==> config.mk <==
export PLATFORM = sky130hd
export DESIGN_NAME = rr_arbiter8
export DESIGN_NICKNAME = d
export VERILOG_FILES = /design/src/rtl/rr_arbiter8.sv
export SDC_FILE = /design/constraint.sdc
export NUM_CORES = 1
export LEC_CHECK = 0
export CORE_MARGIN = 2
export CORE_UTILIZATION = 50
export CTS_BUF_LIST = sky130_fd_sc_hd__clkbuf_2 sky130_fd_sc_hd__clkbuf_4 sky130_fd_sc_hd__clkbuf_8
export CTS_CLUSTER_SIZE = 28
export DETAILED_ROUTE_END_ITERATION = 12
export MAX_ROUTING_LAYER = met4
export PLACE_DENSITY_LB_ADDON = 0.2
export SKIP_CTS_REPAIR_TIMING = 1
export SLEW_MARGIN = 20
export SYNTH_ARGS = -nofsm -noshare
export SYNTH_HDL_FRONTEND = slang
export SYNTH_SLANG_ARGS = --single-unit
==> constraint.sdc <==
create_clock -name clk -period 6.4 [get_ports clk]
set_input_delay 0.64 -clock clk [delete_from_list [all_inputs] [get_ports clk]]
set_output_delay 0.64 -clock clk [all_outputs]
set_load 0.005 [all_outputs]
==> src/rtl/rr_arbiter8.sv <==
// Eight-way round-robin arbiter with one-hot grant, a bounded hold time and a
// mandatory one-cycle gap between owners.
module rr_arbiter8 #(
    parameter int CNT_W    = 4,
    parameter int HOLD_MAX = 15
) (
    input  logic       clk,
    input  logic       rst_n,
    input  logic       E,
    input  logic [7:0] REQ,
    input  logic       REL,
    output logic [7:0] GNT,
    output logic [2:0] GID,
    output logic       VALID,
    output logic       TIMEOUT,
    output logic [1:0] dbg_state_o
);

    typedef enum logic [1:0] {
        S_IDLE  = 2'd0,
        S_GRANT = 2'd1,
        S_GAP   = 2'd2
    } state_t;

    localparam logic [CNT_W-1:0] CNT_MAX  = '1;
    localparam logic [CNT_W-1:0] HOLD_LIM = CNT_W'(HOLD_MAX);
    localparam logic             HOLD_EN  = (HOLD_MAX != 0);

    state_t           state_q;
    logic [2:0]       gid_q;
    logic [2:0]       ptr_q;
    logic [CNT_W-1:0] cnt_q;
    logic [7:0]       gnt_q;
    logic             valid_q;
    logic             timeout_q;

    logic [2:0]       winner;
    logic [2:0]       idx;
    logic             owner_drop;

    function automatic logic [7:0] decode3(input logic [2:0] i);
        decode3 = 8'h01 << i;
    endfunction

    // Scan from ptr+7 down to ptr so the lowest cyclic offset overwrites last and wins.
    always_comb begin
        winner = ptr_q;
        idx    = ptr_q;
        for (int k = 7; k >= 0; k--) begin
            idx = ptr_q + 3'(k);
            if (REQ[idx]) begin
                winner = idx;
            end
        end
    end

    assign owner_drop = !E || REL || !REQ[gid_q];

    always_ff @(posedge clk or negedge rst_n) begin
        if (!rst_n) begin
            state_q   <= S_IDLE;
            gid_q     <= 3'd0;
            ptr_q     <= 3'd0;
            cnt_q     <= '0;
            gnt_q     <= 8'h00;
            valid_q   <= 1'b0;
            timeout_q <= 1'b0;
        end else begin
            case (state_q)
                S_IDLE: begin
                    timeout_q <= 1'b0;
                    if (E && (REQ != 8'h00)) begin
                        state_q <= S_GRANT;
                        gid_q   <= winner;
                        gnt_q   <= decode3(winner);
                        valid_q <= 1'b1;
                        cnt_q   <= CNT_W'(1);
                    end
                end
                S_GRANT: begin
                    // A voluntary release outranks the hold limit, so TIMEOUT stays low then.
                    if (owner_drop || (HOLD_EN && (cnt_q == HOLD_LIM))) begin
                        state_q   <= S_GAP;
                        gnt_q     <= 8'h00;
                        valid_q   <= 1'b0;
                        cnt_q     <= '0;
                        ptr_q     <= gid_q + 3'd1;
                        timeout_q <= !owner_drop;
                    end else if (cnt_q != CNT_MAX) begin
                        cnt_q <= cnt_q + CNT_W'(1);
                    end
                end
                S_GAP: begin
                    timeout_q <= 1'b0;
                    state_q   <= S_IDLE;
                end
                default: begin
                    state_q   <= S_IDLE;
                    gnt_q     <= 8'h00;
                    valid_q   <= 1'b0;
                    timeout_q <= 1'b0;
                end
            endcase
        end
    end

    assign GNT         = gnt_q;
    assign GID         = gid_q;
    assign VALID       = valid_q;
    assign TIMEOUT     = timeout_q;
    assign dbg_state_o = state_q;

endmodule

==> qor.csv <==
metric;value;unit
Worst Max-Slew Pin Slew;1.02;ns
final-layout setup total negative slack;0;ns
Critical Path End Type;register;
critical path type;register to register;
layout overhead on the synthesized area;16.4;%
total clock buffers created by CTS;3;
Synth Instances;208;
global-route congestion overflow total;0;
worst path required time;6.57;ns
mean cell area of the mapped netlist;9.75;µm²
Worst R2R End;GNT[3];
final number of hold-violating endpoints;0;
sequential fraction of the synthesis area;27.1;%
leakage power of the design;0.934;nW
Setup violations, final;0;
worst voltage drop across the vdd grid;0.310;mV
core footprint;0.00394;mm²
Die Wd;67.7;µm
worst hold-check path type;register to register;
Net Sw Frac;47.0;%
clock-pin slew on the worst setup and hold paths;0.08;ns
antenna-violating nets left;0;
critical-path cell with the highest stage delay;dfrtp_1;
Power Internal;0.728;mW
CP bufs+invs;1;
startpoint of the worst-slack reg-to-reg timing path;ptr_q[0];
switching pwr;0.645;mW
count of state elements after synthesis;22;
Clock Sink Count;22;
Hold Crit Depth;2;
end point of the worst hold path;GNT[5];
clock period minus worst slack;3.93;ns
clock tree root buffer cell;clkbuf_8;
crit share post-route;61.4;%
via count of the first global-routing pass;1693;
max incr delay on CP;1.03;ns
Final Net Count;242;
clock tree buffer depth;2;
via count;1782;
clock latency on the worst-skew pair;0.26;ns
Routed WL per cell;18.0;µm
Most used DFF post-synth;dfrtp_1;
FF+latch area;551;µm²
number of detailed-routing iterations run before antenna repair;4;
r2r setup slk;2.47;ns
DRC;0;
startpoint of the tightest hold check path;GNT[5];
Chip Height;67.7;µm
Final Routed Wirelength;4.95;mm
number of antenna violations at the first check in global routing;0;
asr flop ratio synth;100;%
number of H-tree branching levels;1;
First DRT Iteration DRCs;144;
netlist area before placement;0.00203;mm²
headroom to the max-slew limit;31.7;%
critical path startpoint category;register;
post-detail-place hpwl;3.64;mm
dominant delay contributor by cell family on the critical path;flip-flops;
Die ar.;0.00458;mm²
# fillers;335;
number of library cell types mapped by synthesis;52;
largest net degree at the start of global routing;27;
Final Wtd Congestion;0.978;
vias per std cell;6.48;
crit-path cells;inv_1, ha_1, mux4_2, a221o_1, a21oi_1, nor4_1, or4b_4, o31ai_1;
core utilization of the finished layout;59.9;%
TritonCTS clock tree;built;
Total Routing Usage GR;24.8;%
unrepaired setup endpoints after global routing;false;
power share of the sequential group;21.4;%
critical path fanouts, max;26;
most common library cell in the layout ignoring fill and taps;clkdlybuf4s50_1;
Placement Rows;23;
number of max-slew violations in the final report;0;
number of enable flip-flop cells after synthesis;0;
global-route wire length before repair;8.27;mm
part of the total power dissipated in the clock network;9.4;%
Synth Net Count;224;
result of the run;complete, no violations;
CP Data Arrival Time;4.09;ns
area taken by multi-input logic gates;0.00137;mm²
Logic pwr share;69.1;%
Highest Clock Rate;255;MHz
highest-count cells in the layout ignoring fill and taps;26 x clkdlybuf4s50_1, 22 x dfrtp_1, 18 x nand2_1;
Max Cap Viol;0;
Initial Utilization;51.4;%
antenna diode count;0;
Boundary Pins;27;
Clock Skews;0.00400;ns
count of warnings emitted by yosys;0;
share of final-layout standard cells stronger than drive strength 1;13.8;%
number of cell instances on the worst register-to-register path;8;
Port Buf Inserts;26;
power density normalized to cell area;581;mW/mm²
## synthesized netlist by cell type (all sizes together), types with 2 or more instances
| master | n | area [µm²] |
|---|---|---|
| nor4 | 2 | 12.5 |
| or3 | 2 | 12.5 |
| ha | 4 | 50.1 |
| or4 | 2 | 15.0 |
| a21oi | 4 | 20.0 |
| nor2 | 9 | 33.8 |
| o32ai | 2 | 25.0 |
| a211o | 3 | 26.3 |
| nor3 | 6 | 30.0 |
| inv | 11 | 41.3 |
| and2 | 2 | 12.5 |
| a22oi | 5 | 37.5 |
| xnor2 | 3 | 26.3 |
| a22o | 2 | 17.5 |
| nand3 | 5 | 25.0 |
| dfrtp | 22 | 551 |
| nand2 | 18 | 67.6 |
| and3 | 3 | 18.8 |
| nor2b | 3 | 18.8 |
| mux2 | 10 | 113 |
| buf | 6 | 38.8 |
| a221oi | 2 | 17.5 |
| clkbuf | 8 | 30.0 |
| mux2i | 15 | 150 |
| o21ai | 8 | 40.0 |
| o31ai | 12 | 90.1 |
| nand2b | 4 | 25.0 |
| a21o | 2 | 15.0 |
| mux4 | 13 | 293 |
| o21a | 2 | 15.0 |
## sequential cells by signal (all words and copies together), names as in the netlist
register and flops:
GNT 8, VALID 1, dbg_state_o 2, cnt_q 4
TIMEOUT 1, ptr_q 3, GID 3
## worst min-delay path: cells and delay by family, from the launching register on
family	cells	cell delay [ns]
flops	1	0.34
compound gates	1	0.06
simple gates	1	0.06
## power by group through the flow
stage               clock network, mW  logic, mW  registers (mW)
detailed placement                  0      0.939           0.296
global route                    0.138       1.05           0.308
finish                          0.129      0.949           0.294
global placement                    0      0.927           0.294
floorplan                           0      0.784           0.226
CTS                             0.132      0.940           0.294
## metal layers
layer	vias to the layer above	part of all wire (%)	track usage, %
met2	54	50	40.4
met3	4	3.7	1.83
li1	848	-	-
met1	876	45	32.1
met5	-	0	-
met4	0	1.4	9.44
## cell type report
| type | instances | area share, % |
|---|---|---|
| clock buffer | 3 | 1.75 |
| sequential | 22 | 23.3 |
| clock inverter | 1 | 1.27 |
| tap | 50 | 2.65 |
| timing repair buffer | 27 | 11.3 |
| inverter | 11 | 1.75 |
| multi-input combinational | 161 | 57.9 |
## worst max-delay path by stage
stage,startpoint,endpoint,slack (ns),cells after the start
after floorplan,ptr_q[0],GNT[0],3.34,11
after global placement,ptr_q[0],GNT[2],2.57,8
after detailed placement,ptr_q[0],GNT[6],2.44,8
after CTS,ptr_q[0],GNT[3],2.44,8
after global routing,ptr_q[0],GNT[2],2.11,8
final,ptr_q[0],GNT[3],2.47,8
## logic make-up (layout without fill, tap and decap cells)
kind of cell / count (synthesis) / count (layout) / share of synthesized area [%]
xor+xnor: 3 / 3 / 1.30
compound gates: 56 / 56 / 21.2
buf+inv: 25 / 42 / 5.43
flops: 22 / 22 / 27.1
mux: 38 / 38 / 27.4
fa+ha+maj: 4 / 4 / 2.47
simple gates: 60 / 60 / 15.1
## metrics by stage
step	hold slack (ns)	power [mW]	std cells	instance area [µm²]	worst slack (ns)
3_3_place_gp	0.461	1.22	271	2290	2.57
3_5_place_dp	0.470	1.24	271	2290	2.44
2_1_floorplan	0.344	1.01	208	2030	3.34
5_1_grt	0.501	1.49	275	2360	2.11
6_report	0.487	1.37	275	2360	2.47
4_1_cts	0.490	1.37	275	2360	2.44
Power figures use the tool's default switching activity.
==> patch: new RTL, same flow settings <==
Change the parameter `CNT_W` from 4 to 3.
--- a/src/rtl/rr_arbiter8.sv
+++ b/src/rtl/rr_arbiter8.sv
@@ -1,7 +1,7 @@
 // Eight-way round-robin arbiter with one-hot grant, a bounded hold time and a
 // mandatory one-cycle gap between owners.
 module rr_arbiter8 #(
-    parameter int CNT_W    = 4,
+    parameter int CNT_W    = 3,
     parameter int HOLD_MAX = 15
 ) (
     input  logic       clk,
Check against the original RTL: not equivalent (Yosys sat finds a counterexample within 10 cycles, from zero or initial values and one cycle with rst_n low).
==> patch against the original RTL <==
Routed wire length down 3.8%; sequential share of layout area down 0.32 points; design area down 3.2%; combinational power up 0.4%; core utilization up 1.1 points; critical path depth up 1; sequential cell count down 1; synthesized cell count down 3.8%; setup slack worse by 240 ps; critical endpoint is now GNT[7]$_DFFE_PN0P_; synthesized area down 1.7%; power down 2.8%.
==> patch: results (changes against the original RTL) <==
- Top post-synthesis cells by area: dfrtp_1 26%, mux4_2 14%, mux2i_1 6.0%, mux2_2 5.1%, a32o_1 5.0%
- Max VDD drop: 0.2838 mV (-8.5%)
- Largest net degree at the start of global routing: 24 (-11%)
- Clock root cell: clkbuf_8
- Ys Warns: 0 (unchanged)
- Worst-Margin Slew: 911.1 ps (-113.7 ps)
- WL/cell: 18.05 µm (+0.19%)
- Crit-path max FO: 21 (-19%)
- Ant. Diodes: 0 (unchanged)
- Syn_area_per_cell: 9.966 µm² (+2.2%)
- Initial antenna violation count: 0 (unchanged)
- Post-DP HPWL: 3510 µm (-3.5%)
- Outcome: complete, no violations
- Syn nets: 217 (-3.1%)
- Synth unique cells: 51 (-1.9%)
- Number of port buffers: 26 (unchanged)
- Htree depth: 1 (unchanged)
- Fillers: 339 (+1.2%)
- Internal power: 0.6943 mW (-4.6%)
- Final wirelength: 4765 µm (-3.8%)
- Pleak: 0.8968 nW (-4.0%)
- CTS Buf Count: 3 (unchanged)
- Total GRT Usage: 23.78% (-0.99 points)
- Share of layout cells above drive strength 1: 14.81% (+1.0 points)
- GP Congestion: 0.8611 (-12%)
- Placed insts: 260 (-4.1%)
- Via count: 1736 (-2.6%)
- Nets: 234 (-3.3%)
- Clk buf depth: 2 (unchanged)
- Drt first pass iters: 4 (unchanged)
- First-pass GRT wire length: 7997 µm (-3.3%)
- Clock skew: 3.688 ps (-0.3130 ps)
- Synth cell count leaders: 21 x dfrtp_1, 17 x nor3_1, 12 x mux2i_1, 12 x mux4_2, 11 x a21oi_1
- DR iter-0 viols: 191 (+33%)
- Antenna-violating nets left: 0 (unchanged)
- Critical path arrival: 4310 ps (+220 ps)
- Main synth FF type: dfrtp_1
- Register area share after synthesis: 26.37% (-0.78 points)
patch: cell types whose count changed after synthesis, sizes merged, moves of 4 or more:
cell,change
a21oi,+7
clkbuf,-5
a32o,+9
nor3,+11
inv,-4
o21ai,+5
a22oi,-4
o31ai,-12
buf,+5
nand2,-10
patch: layer usage:
metal,part of all wire (%),track usage (%),up-vias
li1,-,-,817
met1,44,31.78,864
met2,51,39.11,48
met3,4.0,1.667,7
met4,1.2,7.143,0
met5,0,-,-
patch: logic make-up after synthesis:
group / Yosys count / synth area share, %
AOI/OAI and AO/OA: 56 / 20.78
and+or+nand+nor: 56 / 15.07
muxes: 35 / 27.31
buffers and inverters: 23 / 5.587
DFF: 21 / 26.37
adders and majority gates: 5 / 3.139
xor gates and xnor gates: 4 / 1.758
patch: path summary, 6_finish.rpt:
path                                            from  depth (start not counted)                    to  slack, ps
worst min register to register    GNT[6]$_DFFE_PN0P_                          1    GNT[6]$_DFFE_PN0P_        500
worst max register to register  ptr_q[1]$_DFFE_PN0P_                          9    GNT[7]$_DFFE_PN0P_       2230
worst max-delay path            ptr_q[1]$_DFFE_PN0P_                          9    GNT[7]$_DFFE_PN0P_       2230
min in group asynchronous                      rst_n                          1     VALID$_DFFE_PN0P_        890
worst min-delay path              GNT[6]$_DFFE_PN0P_                          1    GNT[6]$_DFFE_PN0P_        500
max in group asynchronous                      rst_n                          1  ptr_q[1]$_DFFE_PN0P_       4950
patch: stage by stage:
step                      cell area (µm²)  util [%]  worst slack (ps)
after floorplan                      1993         -              3223
after global placement               2236     59.73              2384
final                                2285     61.03              2233
after detailed placement             2236     59.73              2257
after global routing                 2285     61.03              1863
after CTS                            2285     61.03              2241
patch: worst max-delay path: stages (launching register included):
cell	delay, ps
dfrtp_1	880
clkinv_1	500
ha_1	700
mux4_2	650
mux2_2	300
o22a_1	200
nand2b_1	150
a31oi_1	230
nand2_1	140
a32o_1	290
patch: area by class of cell:
cell class / count / area share, %
well taps: 48 / 2.629
multi-input cells: 156 / 59.36
inverters: 9 / 1.479
clock buffers: 4 / 2.136
repair buffers: 26 / 11.39
flip-flops and latches: 21 / 23.00
patch: power groups by stage:
stage | combinational, mW | sequential (mW) | clock (mW)
detailed placement | 0.939 | 0.294 | 0
global placement | 0.923 | 0.288 | 0
CTS | 0.947 | 0.292 | 0.0924
floorplan | 0.776 | 0.232 | 0
global route | 1.04 | 0.307 | 0.0950
finish | 0.953 | 0.293 | 0.0891
